--- src/rtl/reorder_buffer.sv ---
// reorder_buffer: 8-entry circular ROB; allocs in order, captures CDB results by tag, retires in order.
// Ports: clk1/rst (sync, active-high), alloc_*, cdb_*, commit_*, count/full/empty; flush only with ROB_FLUSH_EN.
module reorder_buffer #(
  parameter int DEPTH  = 8,
  parameter int PTR_W  = 3,
  parameter int REG_W  = 4,
  parameter int DATA_W = 16
) (
  input  logic              clk1,
  input  logic              rst,
`ifdef ROB_FLUSH_EN
  input  logic              flush,
`endif
  input  logic              alloc_valid,
  input  logic [REG_W-1:0]  alloc_dest,
  output logic              alloc_ready,
  output logic [PTR_W-1:0]  alloc_tag,
  input  logic              cdb_valid,
  input  logic [PTR_W-1:0]  cdb_tag,
  input  logic [DATA_W-1:0] cdb_data,
  output logic              commit_valid,
  output logic [REG_W-1:0]  commit_dest,
  output logic [DATA_W-1:0] commit_data,
  output logic [PTR_W:0]    count,
  output logic              full,
  output logic              empty
);

  localparam logic [PTR_W:0]   CNT_FULL = (PTR_W+1)'(DEPTH);
  localparam logic [PTR_W:0]   CNT_ONE  = (PTR_W+1)'(1);
  localparam logic [PTR_W-1:0] PTR_ONE  = PTR_W'(1);

  logic [DEPTH-1:0]  busy_q, busy_d;
  logic [DEPTH-1:0]  ready_q, ready_d;
  logic [REG_W-1:0]  dest_q [DEPTH];
  logic [REG_W-1:0]  dest_d [DEPTH];
  logic [DATA_W-1:0] data_q [DEPTH];
  logic [DATA_W-1:0] data_d [DEPTH];
  logic [PTR_W-1:0]  head_q, head_d;
  logic [PTR_W-1:0]  tail_q, tail_d;
  logic [PTR_W:0]    count_q, count_d;
  logic              cv_q, cv_d;
  logic [REG_W-1:0]  cdest_q, cdest_d;
  logic [DATA_W-1:0] cdata_q, cdata_d;

  logic alloc_fire;
  logic wb_fire;
  logic commit_fire;

  assign full         = (count_q == CNT_FULL);
  assign empty        = (count_q == '0);
  assign count        = count_q;
  assign alloc_ready  = !full;
  assign alloc_tag    = tail_q;
  assign commit_valid = cv_q;
  assign commit_dest  = cdest_q;
  assign commit_data  = cdata_q;

  always_comb begin
    busy_d  = busy_q;
    ready_d = ready_q;
    dest_d  = dest_q;
    data_d  = data_q;
    head_d  = head_q;
    tail_d  = tail_q;
    count_d = count_q;
    cv_d    = 1'b0;
    cdest_d = cdest_q;
    cdata_d = cdata_q;

    alloc_fire  = alloc_valid && !full;
    wb_fire     = cdb_valid && busy_q[cdb_tag];
    commit_fire = busy_q[head_q] && ready_q[head_q];

    if (wb_fire) begin
      data_d[cdb_tag]  = cdb_data;
      ready_d[cdb_tag] = 1'b1;
    end

    // Commit reads pre-edge data and its clear wins over a same-cycle CDB.
    if (commit_fire) begin
      cv_d            = 1'b1;
      cdest_d         = dest_q[head_q];
      cdata_d         = data_q[head_q];
      busy_d[head_q]  = 1'b0;
      ready_d[head_q] = 1'b0;
      head_d          = head_q + PTR_ONE;
    end

    // Tail slot is never busy when alloc fires, so it cannot collide with
    // a commit or a CDB capture.
    if (alloc_fire) begin
      busy_d[tail_q]  = 1'b1;
      ready_d[tail_q] = 1'b0;
      dest_d[tail_q]  = alloc_dest;
      tail_d          = tail_q + PTR_ONE;
    end

    unique case ({alloc_fire, commit_fire})
      2'b10:   count_d = count_q + CNT_ONE;
      2'b01:   count_d = count_q - CNT_ONE;
      default: count_d = count_q;
    endcase

`ifdef ROB_FLUSH_EN
    if (flush) begin
      busy_d  = '0;
      ready_d = '0;
      head_d  = '0;
      tail_d  = '0;
      count_d = '0;
      cv_d    = 1'b0;
      cdest_d = cdest_q;
      cdata_d = cdata_q;
    end
`endif
  end

  always_ff @(posedge clk1) begin
    if (rst) begin
      busy_q  <= '0;
      ready_q <= '0;
      head_q  <= '0;
      tail_q  <= '0;
      count_q <= '0;
      cv_q    <= 1'b0;
      cdest_q <= '0;
      cdata_q <= '0;
      for (int i = 0; i < DEPTH; i++) begin
        dest_q[i] <= '0;
        data_q[i] <= '0;
      end
    end else begin
      busy_q  <= busy_d;
      ready_q <= ready_d;
      head_q  <= head_d;
      tail_q  <= tail_d;
      count_q <= count_d;
      cv_q    <= cv_d;
      cdest_q <= cdest_d;
      cdata_q <= cdata_d;
      for (int i = 0; i < DEPTH; i++) begin
        dest_q[i] <= dest_d[i];
        data_q[i] <= data_d[i];
      end
    end
  end

endmodule
--- config.mk ---
export PLATFORM = sky130hd
export DESIGN_NAME = reorder_buffer
export DESIGN_NICKNAME = d
export VERILOG_FILES = /design/src/rtl/reorder_buffer.sv
export SDC_FILE = /design/constraint.sdc
export NUM_CORES = 1
export LEC_CHECK = 0
export CORE_UTILIZATION = 56
export CTS_BUF_LIST = sky130_fd_sc_hd__clkbuf_8
export DETAILED_ROUTE_END_ITERATION = 8
export PLACE_DENSITY = 0.79
export SETUP_SLACK_MARGIN = 0.1
export SLEW_MARGIN = 10
export SYNTH_ARGS = -nofsm -noshare
export SYNTH_HDL_FRONTEND = slang
export SYNTH_SLANG_ARGS = --single-unit
--- constraint.sdc ---
create_clock -name clk1 -period 2.8 [get_ports clk1]
set_clock_uncertainty 0.1 [all_clocks]
set_input_delay 0.7 -clock clk1 [delete_from_list [all_inputs] [get_ports clk1]]
set_output_delay 0.7 -clock clk1 [all_outputs]
set_load 0.005 [all_outputs]
==> impl_metrics.csv <==
group,metric,value,unit
power,switching_share,23.71,%
drt,wl_per_cell,19.67,µm
drt,drc_errors,0,
power,power.density,554.4,nW/µm²
timing,slew_headroom,54.91,%
synthesis,syn_area_per_cell,9.059,µm²
synthesis,ys_types,66,
synthesis,syn_nets,1056,
synthesis,ys_ff_latch,207,
synthesis,synth_commonest_cells,"207 x dfxtp_1, 176 x nand2_1, 117 x a21oi_1",
floorplan,die_area,17080,µm²
placed_design,dp_cells,1242,
synthesis,synth_flop_cell,"dfxtp_1",
drt,ant_nets,0,
power,p_sw,1422,µW
global_route,grt_max_degree,112,
drt,wirelength,25690,µm
power,p_comb_share,5.4,%
power,clockPowerShare,44.8,%
timing,setup_total_negative_slack,0,ps
floorplan,die_h,130.7,µm
placed_design,portBuffers,57,
final_layout,diodes,0,
global_route,grt_overflow_total,0,
placed_design,hpwl,16100,µm
clock_tree,root_buffer,"clkbuf_8",
worst_setup_path,crit_required,2000,ps
synthesis,synth_top_area_share,44.67,%
floorplan,core,16000,µm²
synthesis,synth_edf_count,0,
power,ir_drop,0.2934,mV
clock_tree,clk_latency,530,ps
worst_setup_path,start_kind,"flip-flop",
synthesis,syn_area,9276,µm²
timing,finalSetupViolations,0,
drt,via_count,7897,
synthesis,ys_async_sr_fraction,0,%
synthesis,synth_top_area_cell,"dfxtp_1",
floorplan,ios,58,
global_route,grt_pass1_vias,7316,
worst_setup_path,critPathArrivalTime,1790,ps
run,drv_cap,0,
placed_design,gp_congestion,0.8779,
worst_setup_path,critPathMaxFanout,7,
drt,drt-initial-drc-count,765,
clock_tree,cts_buffer_depth,3,
hold_path,hold_class,"flip-flop to flip-flop",
global_route,grt_first_pass_wirelength,39760,µm
floorplan,rows,46,
clock_tree,numCtsBuffers,35,
floorplan,start_util,57.98,%
timing,worst_pin_slew,676.4,ps
worst_setup_path,path_class,"flip-flop to primary output",
global_route,grt_usage,30.84,%
final_layout,stdcell_count,1306,
timing,hold_viol,0,
timing,fmax,386.7,MHz
final_layout,area_growth,16.63,%
power,leakage,0.003926,µW
synthesis,ys_warn_count,0,
clock_tree,clk_pin_slew_worst_paths,60,ps
synthesis,synth_area_leaders,"dfxtp_1 45%, mux2i_1 11%, nand2_1 7.1%",
final_layout,nets,1096,
floorplan,die_w,130.7,µm
power,power.share.sequential,49.8,%
global_route,antenna_found_initial,0,
clock_tree,cts.sinks,207,
timing,min_period,2586,ps
clock_tree,cts.htree.levels,2,
power,intPower,4576,µW
synthesis,synth_cells,1024,
drt,drtPass1Iterations,6,
clock_tree,tritoncts,"yes",
timing,rsz0062_at_grt,"yes",
drt,post_drt_via_cell_ratio,6.047,
power,fin_total_pwr,5998,µW
run_status,status,"completed",
timing,drv_slew,0,
synthesis,yosys.cell_count.top_type,"dfxtp_1",
final_layout,drive_gt1_share,14.77,%
timing,fin_crit_sh,92.36,%
final_layout,fillCellCount,1285,
synthesis,ys_seq_area_share,44.67,%
worst_setup_path,cp-end-kind,"primary output",
[layer usage]
layer	GRT usage, %	vias to the layer above	wire length (µm)
met1	41.72	3760	10830
met5	0	-	0
met2	48.40	394	11660
li1	-	3677	-
met4	11.22	0	717
met3	6.800	66	2477
[power groups by stage]
stage / Combinational (µW) / Clock [µW] / Sequential, µW
global route: 344 / 2860 / 2990
detailed placement: 318 / 0 / 3060
finish: 323 / 2690 / 2990
floorplan: 205 / 0 / 3050
CTS: 318 / 2720 / 2990
global placement: 316 / 0 / 3060
[per-stage QoR]
stage / hold slack [ps] / cell area (µm²) / setup WS, ps / utilization [%]
2_1_floorplan: 332.9 / 9291 / 119.8 / -
3_3_place_gp: 338.4 / 10090 / 83.69 / 63.05
3_5_place_dp: 345.4 / 10090 / 30.89 / 63.05
4_1_cts: 353.4 / 10800 / 115.0 / 67.52
5_1_grt: 371.6 / 10820 / 95.65 / 67.62
6_report: 350.4 / 10820 / 213.9 / 67.62
[cells by family after synthesis]
kind of cell / count (synthesis) / share of synthesized area (%)
xor gates and xnor gates: 5 / 0.4721
muxes: 132 / 15.61
adders and majority gates: 5 / 0.6744
DFF: 207 / 44.67
AOI/OAI and AO/OA: 223 / 16.10
and+or+nand+nor: 350 / 17.12
buffers and inverters: 102 / 5.355
[worst max-delay path, stage by stage, from the launching register on]
cell and delay [ps]:
dfxtp_1 320, buf_4 160, nor4_1 240, clkdlybuf4s50_1 540
[registers in the layout (all words and copies together) (netlist names)]
| register | count |
|---|---|
| busy_q | 8 |
| ready_q | 8 |
| alloc_tag | 3 |
| commit_dest | 4 |
| head_q | 3 |
| count | 4 |
| data_q | 128 |
| dest_q | 32 |
| commit_data | 16 |
| commit_valid | 1 |
[layout by cell type, fill, tap and decap left out, types with 15 or more instances in the layout]
cell type	count
o21ai_0	15
nand2_1	176
inv_1	18
a221oi_1	17
a21oi_1	117
clkbuf_8	43
nor2_1	95
mux2_2	21
nor3_1	17
mux2i_1	103
dfxtp_1	202
clkdlybuf4s50_1	54
buf_4	35
[cell type report]
type | instances | area [µm²] | share of cell area, %
clock buffer | 43 | 591.8 | 5.470
timing repair buffer | 100 | 996.0 | 9.206
tap | 216 | 270.3 | 2.498
multi-input combinational | 715 | 4671 | 43.17
inverter | 5 | 18.77 | 0.1735
sequential | 207 | 4158 | 38.43
clock inverter | 20 | 113.9 | 1.052
[what timing repair did]
item	4_1_cts	5_1_grt
setup endpoints to repair	3	2
setup buffers	1	0
resized for setup	4	6
hold buffers	0	0
endpoints found under the hold margin	0	0
pin swaps	1	0
[worst paths after layout]
check                  start          to  slack, ps  cells after the start
setup / recovery    count[0]       empty        210                      3
hold / removal    data_q[47]  data_q[47]        350                      2
setup reg to reg   head_q[1]    count[2]        240                     12
hold reg to reg   data_q[47]  data_q[47]        350                      2
No activity file was read; power rests on OpenSTA's default activity.
